### src/rtl/muldiv_ctrl.sv
// -----------------------------------------------------------------------------
// muldiv_ctrl
// Sequencer for the shared HI/LO arithmetic resources of the multicycle CPU.
// It takes one request at a time (MULT, DIV, MTHI, MTLO). For MULT and DIV it
// latches the operands, pulses the start of the selected unit for one cycle,
// waits for that unit's end flag and commits its result into HI/LO. A DIV by
// zero is rejected before launch. busy lets the control unit stall MFHI/MFLO.
//
// Optional feature (compile-time macro MULDIV_TIMEOUT_EN):
//   defined   - WAIT is abandoned after TIMEOUT_CYCLES cycles without an end
//               flag; timeout_err pulses and HI/LO are left unchanged.
//   undefined - WAIT exits only on the end flag or reset; timeout_err is 0.
//
// Ports:
//   clock, reset          rising-edge clock, synchronous active-high reset
//   req_valid/req_op      request handshake and opcode (000 MULT, 001 DIV,
//   rs_val/rt_val         010 MTHI, 011 MTLO, others no effect) and operands
//   req_ready, busy       IDLE indication / not-IDLE indication
//   div_start/mult_start  one-cycle launch pulses
//   unit_a/unit_b         latched operands shared by both units
//   div_end/div_hi/div_lo divider done level and remainder/quotient
//   mult_end/mult_hi/lo   multiplier done level and product words
//   hi/lo                 architectural HI/LO registers
//   done/div0_exc/timeout_err  mutually exclusive one-cycle status pulses
// -----------------------------------------------------------------------------
module muldiv_ctrl #(
  parameter int unsigned TIMEOUT_CYCLES = 40,
  parameter int unsigned CNT_W          = 6
) (
  input  logic        clock,
  input  logic        reset,
  input  logic        req_valid,
  input  logic [2:0]  req_op,
  input  logic [31:0] rs_val,
  input  logic [31:0] rt_val,
  output logic        req_ready,
  output logic        busy,
  output logic        div_start,
  output logic        mult_start,
  output logic [31:0] unit_a,
  output logic [31:0] unit_b,
  input  logic        div_end,
  input  logic [31:0] div_hi,
  input  logic [31:0] div_lo,
  input  logic        mult_end,
  input  logic [31:0] mult_hi,
  input  logic [31:0] mult_lo,
  output logic [31:0] hi,
  output logic [31:0] lo,
  output logic        done,
  output logic        div0_exc,
  output logic        timeout_err
);

  typedef enum logic [1:0] {
    S_IDLE,
    S_LAUNCH,
    S_WAIT
  } state_t;

  localparam logic [2:0] OP_MULT = 3'b000;
  localparam logic [2:0] OP_DIV  = 3'b001;
  localparam logic [2:0] OP_MTHI = 3'b010;
  localparam logic [2:0] OP_MTLO = 3'b011;

  // The WAIT counter must be able to represent TIMEOUT_CYCLES.
  if (CNT_W < $clog2(TIMEOUT_CYCLES + 1)) begin : g_cnt_w_check
    $error("CNT_W is too narrow to hold TIMEOUT_CYCLES");
  end

  state_t      state_q, state_d;
  logic [31:0] hi_q, hi_d;
  logic [31:0] lo_q, lo_d;
  logic [31:0] a_q, a_d;
  logic [31:0] b_q, b_d;
  logic        use_div_q, use_div_d;   // 1: divider selected, 0: multiplier
  logic        done_q, done_d;
  logic        div0_q, div0_d;

`ifdef MULDIV_TIMEOUT_EN
  logic [CNT_W-1:0] cnt_q, cnt_d;
  logic             tmo_q, tmo_d;
`endif

  // Only the recorded unit is observed; the other unit's end flag may be a
  // stale level left over from an earlier operation.
  logic        end_sel;
  logic [31:0] res_hi, res_lo;

  assign end_sel = use_div_q ? div_end : mult_end;
  assign res_hi  = use_div_q ? div_hi  : mult_hi;
  assign res_lo  = use_div_q ? div_lo  : mult_lo;

  always_comb begin
    // NOTE: every always_comb output gets a default first, so no path through
    // the case statements can leave a signal unassigned and infer a latch.
    state_d   = state_q;
    hi_d      = hi_q;
    lo_d      = lo_q;
    a_d       = a_q;
    b_d       = b_q;
    use_div_d = use_div_q;
    done_d    = 1'b0;
    div0_d    = 1'b0;
`ifdef MULDIV_TIMEOUT_EN
    cnt_d     = cnt_q;
    tmo_d     = 1'b0;
`endif

    unique case (state_q)
      S_IDLE: begin
        if (req_valid) begin
          case (req_op)
            OP_MULT: begin
              a_d       = rs_val;
              b_d       = rt_val;
              use_div_d = 1'b0;
              state_d   = S_LAUNCH;
            end
            OP_DIV: begin
              if (rt_val == 32'd0) begin
                div0_d = 1'b1;
              end else begin
                a_d       = rs_val;
                b_d       = rt_val;
                use_div_d = 1'b1;
                state_d   = S_LAUNCH;
              end
            end
            OP_MTHI: begin
              hi_d   = rs_val;
              done_d = 1'b1;
            end
            OP_MTLO: begin
              lo_d   = rs_val;
              done_d = 1'b1;
            end
            default: ;  // reserved opcodes are consumed without effect
          endcase
        end
      end

      // The start pulse is decoded from this state; end flags are not looked
      // at here because they still reflect the previous operation.
      S_LAUNCH: begin
        state_d = S_WAIT;
`ifdef MULDIV_TIMEOUT_EN
        cnt_d   = '0;
`endif
      end

      S_WAIT: begin
        if (end_sel) begin
          hi_d    = res_hi;
          lo_d    = res_lo;
          done_d  = 1'b1;
          state_d = S_IDLE;
        end
`ifdef MULDIV_TIMEOUT_EN
        // cnt_q counts completed WAIT cycles, so this fires at the end of
        // WAIT cycle number TIMEOUT_CYCLES.
        else if (cnt_q == CNT_W'(TIMEOUT_CYCLES - 1)) begin
          tmo_d   = 1'b1;
          state_d = S_IDLE;
        end else begin
          cnt_d = cnt_q + 1'b1;
        end
`endif
      end

      default: state_d = S_IDLE;
    endcase
  end

  // NOTE: sequential state uses non-blocking assignments so every register
  // samples the pre-edge values, independent of statement order.
  always_ff @(posedge clock) begin
    if (reset) begin
      state_q   <= S_IDLE;
      hi_q      <= '0;
      lo_q      <= '0;
      a_q       <= '0;
      b_q       <= '0;
      use_div_q <= 1'b0;
      done_q    <= 1'b0;
      div0_q    <= 1'b0;
`ifdef MULDIV_TIMEOUT_EN
      cnt_q     <= '0;
      tmo_q     <= 1'b0;
`endif
    end else begin
      state_q   <= state_d;
      hi_q      <= hi_d;
      lo_q      <= lo_d;
      a_q       <= a_d;
      b_q       <= b_d;
      use_div_q <= use_div_d;
      done_q    <= done_d;
      div0_q    <= div0_d;
`ifdef MULDIV_TIMEOUT_EN
      cnt_q     <= cnt_d;
      tmo_q     <= tmo_d;
`endif
    end
  end

  assign req_ready  = (state_q == S_IDLE);
  assign busy       = (state_q != S_IDLE);
  assign div_start  = (state_q == S_LAUNCH) &&  use_div_q;
  assign mult_start = (state_q == S_LAUNCH) && !use_div_q;
  assign unit_a     = a_q;
  assign unit_b     = b_q;
  assign hi         = hi_q;
  assign lo         = lo_q;
  assign done       = done_q;
  assign div0_exc   = div0_q;
`ifdef MULDIV_TIMEOUT_EN
  assign timeout_err = tmo_q;
`else
  assign timeout_err = 1'b0;
`endif

endmodule

### config.mk
export PLATFORM = sky130hd
export DESIGN_NAME = muldiv_ctrl
export DESIGN_NICKNAME = d
export VERILOG_FILES = /design/src/rtl/muldiv_ctrl.sv
export SDC_FILE = /design/constraint.sdc
export NUM_CORES = 1
export LEC_CHECK = 0
export BUFFER_PORTS_ARGS = -buffer_cell sky130_fd_sc_hd__buf_4
export CELL_PAD_IN_SITES_DETAIL_PLACEMENT = 1
export CELL_PAD_IN_SITES_GLOBAL_PLACEMENT = 2
export CORE_MARGIN = 2
export CORE_UTILIZATION = 25
export CTS_BUF_LIST = sky130_fd_sc_hd__clkbuf_4
export CTS_CLUSTER_SIZE = 8
export DETAILED_ROUTE_END_ITERATION = 12
export PLACE_DENSITY = 0.78
export SYNTH_ARGS = -nofsm -noshare
export SYNTH_HDL_FRONTEND = slang
export SYNTH_SLANG_ARGS = --single-unit
### constraint.sdc
create_clock -name clock -period 1.8 [get_ports clock]
set_input_delay 0.54 -clock clock [delete_from_list [all_inputs] [get_ports clock]]
set_output_delay 0.54 -clock clock [all_outputs]
set_load 0.02 [all_outputs]
==> results of run 1 <==
## metrics by stage
stage | cell area [um^2] | setup slack (ns)
2_1_floorplan | 7476 | -0.04962
3_3_place_gp | 10730 | -0.2667
3_5_place_dp | 10730 | -0.2984
4_1_cts | 11270 | -0.2145
5_1_grt | 12070 | -0.2626
6_report | 12070 | -0.1685
## placed cells by master, fill, tap and decap left out, types with 8 or more instances in the layout
| cell | count |
|---|---|
| buf_4 | 396 |
| dfxtp_1 | 130 |
| nor2_1 | 66 |
| mux2i_1 | 64 |
| a2111o_1 | 64 |
| a31oi_1 | 64 |
| o21ai_1 | 42 |
| a21oi_1 | 38 |
| nand2_1 | 33 |
| o21a_1 | 33 |
| o211ai_1 | 32 |
| a21oi_2 | 28 |
| o221ai_2 | 28 |
| buf_6 | 24 |
| clkbuf_4 | 18 |
| buf_12 | 18 |
| o21ai_2 | 15 |
| a21boi_0 | 15 |
| a21boi_1 | 9 |
| clkbuf_16 | 9 |
| o21ai_0 | 8 |
| a21boi_2 | 8 |
## cell usage after synthesis, types with 2 or more instances
cell / number
a21oi_1: 66
clkbuf_1: 55
a21boi_0: 32
o21ai_1: 46
o221ai_1: 4
dfxtp_1: 133
and2_1: 3
nand4_1: 2
o221ai_2: 28
o21ai_0: 19
a31oi_1: 64
o21a_1: 33
o211ai_1: 32
mux2i_1: 64
nand2_1: 33
nor2b_1: 2
nor2_1: 68
buf_4: 9
buf_2: 29
a2111o_1: 64
a22oi_4: 2
buf_1: 3
buf_6: 4
inv_1: 4
nor4_1: 8
## state kept, by name, summed over array words and instances (netlist names)
signal,flops
hi,32
lo,32
unit_a,32
unit_b,32
state_q,2
div0_exc,1
done,1
use_div_q,1
## worst paths after layout
path / cells past startpoint / start / end / slack [ns]
worst max-delay path: 8 / state_q[1] / hi[6] / -0.17
worst min-delay path: 2 / rt_val[31] / unit_b[31] / 0.24
worst max register to register: 8 / state_q[1] / hi[6] / -0.17
worst min register to register: 2 / lo[27] / lo[27] / 0.48
## per-layer routing
layer / vias up / share of wire, % / track usage [%]
li1: 3937 / - / -
met1: 4040 / 43 / 27.28
met2: 251 / 49 / 35.27
met3: 36 / 5.4 / 4.199
met4: 0 / 2.0 / 6.371
met5: - / 0 / 0
## power breakdown
part           leakage, uW  internal (uW)  switching [uW]  total [uW]
registers          0.00108           3050            73.1        3120
clock network     0.000171            997            1320        2320
logic              0.00348            899             929        1830
## cell families (layout without fill, tap and decap cells)
group | Yosys count | in the layout | share of synthesized area (%)
muxes | 65 | 65 | 8.869
buffers and inverters | 107 | 495 | 6.855
DFF | 133 | 133 | 36.02
AOI/OAI and AO/OA | 392 | 392 | 40.91
and+or+nand+nor | 121 | 121 | 7.295
other | 1 | 3 | 0.05073
## what timing repair did
item	4_1_cts	5_1_grt
gates resized for setup	15	129
setup endpoints to repair	4	114
endpoints found under the hold margin	0	0
cloned	3	14
pin swaps	9	89
setup buffers	8	22
## cell type report
| class | count | area [um^2] | share of cell area, % |
|---|---|---|---|
| well taps | 384 | 480.5 | 3.982 |
| clock buffers | 18 | 135.1 | 1.120 |
| clock inverters | 14 | 175.2 | 1.452 |
| repair buffers | 458 | 4059 | 33.64 |
| multi-input cells | 579 | 4519 | 37.45 |
| inverters | 5 | 18.77 | 0.1555 |
| flip-flops and latches | 133 | 2674 | 22.16 |
| diodes | 2 | 5.005 | 0.04148 |
==> flow_summary.rst, run 1 <==
.. list-table::
   :header-rows: 1

   * - Metric
     - Value
   * - TritonCTS clock tree
     - yes
   * - Average instance area after synthesis
     - approximately 9 um^2
   * - Critical-path maximum fanout
     - 11
   * - Starting density of the core
     - about a quarter
   * - Hold WS
     - around 0.24 ns
   * - Peak supply drop
     - roughly 0.34 mV
   * - Iteration-0 DRC count of the detailed router
     - ~310
   * - Reg clk slew, reported paths
     - around 0.15 ns
   * - Number of iterations in the first detailed-routing pass
     - 4
   * - Number of sinks driven by the clock tree
     - 133
   * - Width of the die
     - between 150 and 200 um
   * - Placed instance count
     - ~1,500
   * - First-pass GRT wire length
     - 50,340 um
   * - CTS Buffer Depth
     - 2
   * - Number of synthesized register bits
     - roughly 130
   * - Period Utilization, post-route
     - 109.4%
   * - Share of layout cells above drive strength 1
     - roughly half
   * - Cell Rows
     - 62
   * - Cell variety after synth
     - 37
   * - Synthesized instance count
     - between 800 and 900
   * - Remaining routing DRC violations
     - 0
   * - Startpoint class of the critical path
     - register
   * - Final routed wire length divided by cell count
     - about 22 um
   * - Cell at the root of the clock tree
     - clkbuf_4
   * - Maximum clock rate
     - ~510 MHz
   * - Commonest register cell after synthesis
     - dfxtp_1
   * - Area fraction of the dominant cell type after synthesis
     - approximately 36%
   * - Critical Path Max Stage Delay
     - roughly 0.40 ns
   * - Failing checks
     - setup timing
   * - Family with the most delay on the worst path
     - compound AO/OA/AOI/OAI gates
   * - Wire length after detailed routing
     - roughly 35,000 um
   * - Kind of path behind the tightest hold check
     - in -> reg
   * - FFs w/ async S/R, synth
     - 0%
   * - Total number of vias
     - around 8,300
   * - GRT Util Overall
     - roughly a fifth
   * - Final standard cell count with taps included and fillers excluded
     - approximately 1,600
   * - Clk Latency, worst-skew pair
     - between 0.5 and 0.6 ns
   * - Buffering stage count on the worst path with inverters included
     - 4
   * - Floorplan die height
     - 176.0 um
   * - Port Buf Inserts
     - roughly 330
   * - Leading area contributor after synthesis
     - dfxtp_1
   * - Total number of nets in the final design
     - about 1,400
   * - Count of yosys warnings during synthesis
     - 0
   * - Post-synth EDFFs
     - 0
   * - Slowest stage cell on the critical path
     - a2111o_1
   * - Final period demand of the worst path
     - approximately 2.0 ns
   * - Hold buffer count at cts
     - 0
   * - Arrival time at the worst endpoint
     - 2.45 ns
   * - Largest net degree at the start of global routing
     - 79
   * - Least-Margin Pin Slew
     - a little under 0.9 ns
   * - Fillers
     - around 3,300
   * - Power per standard cell area
     - ~600 nW/um^2
   * - Worst Setup Path Type
     - reg -> reg
   * - Kind of end point of the critical path
     - register
   * - Total count of max-transition violations in the final report
     - 0
   * - Sequential-to-total area share from yosys stat
     - 36.02%
   * - Floorplan die area
     - approximately 31,000 um^2
   * - Outcome
     - complete, but fails checks
   * - Hold Fails Final Rpt
     - 0
   * - Antenna-violating nets left
     - 0
   * - Remaining global-route overflow
     - 0
   * - Max Cap Violations
     - 0
   * - Count of H-tree levels built during CTS
     - 4
   * - Critical Path, Cell by Cell
     - buf_4 -> buf_6 -> and4bb_4 -> a22oi_4 -> buf_12 -> clkbuf_16 -> a2111o_1 -> a21oi_1
   * - Aggregate negative setup slack
     - -9.313 ns
   * - Gpl congestion
     - 0.7576
   * - Vias in the first global route
     - about 8,500
   * - Overall Power
     - about 7300 uW
   * - Slack of the critical path
     - -0.1685 ns
   * - Core Region
     - ~29,000 um^2
   * - Standby leakage power
     - approximately 0.0047 uW
   * - Largest cells by area after synthesis
     - dfxtp_1 (36%), a2111o_1 (9.7%), mux2i_1 (8.7%), o221ai_2 (5.7%), a31oi_1 (5.4%)
   * - RSZ-0062 raised after global routing
     - yes
   * - WP data required
     - 2.28 ns
   * - Final clock skew
     - between 0.02 and 0.025 ns
   * - Area growth from synthesis to layout
     - 63.24%
   * - Final setup vio count
     - ~130
   * - Worst slew slack as a fraction of its limit
     - ~41%
   * - Post-Syn Area
     - 7392 um^2
   * - TritonCTS Buffers
     - 17
   * - Total nets after synthesis
     - 1,019
   * - Number of antenna violations at the first check in global routing
     - 2
   * - Final design utilization
     - 41.70%
   * - HPWL reported at the end of detailed placement
     - 24,080 um
   * - Number of ports placed on the die boundary
     - approximately 340
   * - Post-detailed-route via-to-cell ratio
     - between 5 and 6
Note: power is estimated with default switching activity, not from simulation.
==> inputs of run 2 (changes only) <==
SKIP_LAST_GASP = 1   (was unset)
==> flow_summary.rst, run 2 (same netlist as run 1, synthesis figures left out) <==
.. list-table::
   :header-rows: 1

   * - Metric
     - Value
   * - Outcome
     - complete, but fails checks
   * - Failing checks
     - setup timing
   * - Reg clk slew, reported paths
     - 0.14 ns (about the same)
   * - Number of iterations in the first detailed-routing pass
     - 4 (unchanged)
   * - DR WL met2
     - 17,170 um (-0.80%)
   * - Final design utilization
     - 41.33% (-0.37 points)
   * - Number of sinks driven by the clock tree
     - 133 (unchanged)
   * - Buffering stage count on the worst path with inverters included
     - 5 (+1)
   * - Share of layout cells above drive strength 1
     - 47.48% (-1.9 points)
   * - DP Worst Slack
     - -0.2984 ns (unchanged)
   * - Period Utilization, post-route
     - 109.8% (+0.40 points)
   * - GRT Util Overall
     - 21.02% (about the same)
   * - Metal1 wirelength
     - 15,120 um (-0.57%)
   * - Count of H-tree levels built during CTS
     - 4 (unchanged)
   * - Area growth from synthesis to layout
     - 61.80%
   * - Critical Path Max Stage Delay
     - 0.37 ns (-0.03 ns)
   * - Maximum clock rate
     - 506.2 MHz (-0.36%)
   * - Metal3 WL
     - 2055 um (+8.6%)
   * - Standby leakage power
     - 0.004700 uW (-0.64%)
   * - Crit-path most repeated cell
     - buf_6
   * - Iteration-0 DRC count of the detailed router
     - 306 (+0.33%)
   * - Total count of max-transition violations in the final report
     - 0 (unchanged)
   * - Port Buf Inserts
     - 333 (unchanged)
   * - Number of ports placed on the die boundary
     - 335 (unchanged)
   * - Arrival time at the worst endpoint
     - 2.45 ns (about the same)
   * - Post-detailed-route via-to-cell ratio
     - 5.221 (+0.63%)
   * - CTS Buffer Depth
     - 2 (unchanged)
   * - HPWL reported at the end of detailed placement
     - 24,080 um (unchanged)
   * - First-pass GRT wire length
     - 50,310 um (about the same)
   * - Total number of vias
     - 8,332 (+0.82%)
   * - Power per standard cell area
     - 605.5 nW/um^2 (+0.52%)
   * - Total number of nets in the final design
     - 1,396 (+0.14%)
   * - Largest net degree at the start of global routing
     - 79 (unchanged)
   * - Kind of end point of the critical path
     - register
   * - Uppermost signal routing layer after detailed routing
     - met4
   * - Wire length after detailed routing
     - 35,150 um (about the same)
   * - Kind of path behind the tightest hold check
     - in -> reg
   * - Number of antenna violations at the first check in global routing
     - 3 (+1)
   * - TritonCTS Buffers
     - 17 (unchanged)
   * - Max Cap Violations
     - 0 (unchanged)
   * - Hold buffer count at cts
     - 0 (unchanged)
   * - Slowest stage cell on the critical path
     - dfxtp_4
   * - Width of the die
     - 176.0 um (unchanged)
   * - Remaining routing DRC violations
     - 0 (unchanged)
   * - Critical Path, Cell by Cell
     - buf_4 -> buf_6 -> and4bb_4 -> buf_6 -> a22oi_4 -> buf_12 -> clkbuf_16 -> a2111o_1 -> a21oi_1
   * - Peak supply drop
     - 0.3447 mV (+0.29%)
   * - Final setup vio count
     - 134 (+1.5%)
   * - Family with the most delay on the worst path
     - buffers and inverters
   * - Cell Rows
     - 62 (unchanged)
   * - Multi-input logic area
     - 4429 um^2 (-2.0%)
   * - Vias in the first global route
     - 8,509 (-0.012%)
   * - RSZ-0062 raised after global routing
     - yes
   * - Floorplan die height
     - 176.0 um (unchanged)
   * - Aggregate negative setup slack
     - -12.23 ns (-2.917 ns)
   * - Clk Latency, worst-skew pair
     - 0.54 ns (about the same)
   * - Commonest non-fill, non-tap cell in the layout
     - buf_4
   * - TritonCTS clock tree
     - yes
   * - Least-Margin Pin Slew
     - 0.8086 ns (-0.06951 ns)
   * - Final routed wire length divided by cell count
     - 22.02 um (-0.11%)
   * - Area taken by flip-flops and latches
     - 2674 um^2 (unchanged)
   * - Remaining global-route overflow
     - 0 (unchanged)
   * - Critical-path maximum fanout
     - 6 (-5)
   * - Fillers
     - 3,357 (+0.84%)
   * - Cell at the root of the clock tree
     - clkbuf_4
   * - Hold Fails Final Rpt
     - 0 (unchanged)
   * - Starting density of the core
     - 25.55% (unchanged)
   * - Startpoint class of the critical path
     - register
   * - Floorplan die area
     - 30,960 um^2 (unchanged)
   * - Most frequent cells in the layout
     - buf_4 (406), dfxtp_1 (130), nor2_1 (66)
   * - Final period demand of the worst path
     - 1.976 ns (+0.007201 ns)
   * - Worst Setup Path Type
     - reg -> reg
   * - Core Region
     - 28,940 um^2 (unchanged)
   * - Final clock skew
     - 0.01743 ns (-0.005847 ns)
   * - Worst slew slack as a fraction of its limit
     - 46.09% (+4.6 points)
   * - WP data required
     - 2.28 ns (about the same)
   * - Antenna-violating nets left
     - 0 (unchanged)
   * - Gpl congestion
     - 0.7576 (unchanged)
   * - Slack of the critical path
     - -0.1757 ns (-0.007201 ns)
-- run 2: cell count changes in the layout (fill, tap and decap cells not counted), sizes merged --
cell   delta
buf       +2
diode     +1
-- run 2: path summary, 6_finish.rpt --
path | startpoint | end | slack, ns | cells after the start
worst min-delay path | rt_val[31] | unit_b[31] | 0.24 | 2
worst min register to register | lo[5] | lo[5] | 0.49 | 2
worst max register to register | state_q[1] | lo[13] | -0.18 | 9
worst max-delay path | state_q[1] | lo[13] | -0.18 | 9
-- run 2: per-layer routing --
layer / track usage (%) / vias to the layer above
li1: - / 3936
met4: 6.371 / 0
met5: 0 / -
met1: 27.28 / 4084
met2: 35.22 / 275
met3: 4.199 / 37
-- run 2: power breakdown --
group          internal (uW)  switching (uW)  total, uW
combinational            888             913       1800
sequential              3050            70.9       3120
clock                    996            1330       2320
-- run 2: repair_timing --
action                                  in CTS  in global routing
resized for setup                           12                 66
pin swaps                                    2                 77
endpoints found under the setup margin       4                125
buffers inserted                             8                 21
gates cloned                                 3                 15
-- run 2: area by class of cell --
class                      count  area share [%]
timing repair buffer         460           33.78
multi-input combinational    579           37.03
sequential                   133           22.36
clock buffer                  18           1.130
inverter                       5          0.1569
clock inverter                14           1.465
tap                          384           4.017
antenna                        3         0.06277
-- run 2: stage by stage --
| stage | std cells | area [um^2] | total power, uW | hold WS [ns] |
|---|---|---|---|---|
| detailed placement | 1514 | 10730 | 4795 | 0.4747 |
| CTS | 1557 | 11260 | 7180 | 0.1772 |
| finish | 1596 | 11960 | 7241 | 0.2388 |
| global route | 1596 | 11960 | 7580 | 0.1819 |
| global placement | 1514 | 10730 | 4770 | 0.4614 |
| floorplan | 819 | 7476 | 3893 | 0.5535 |
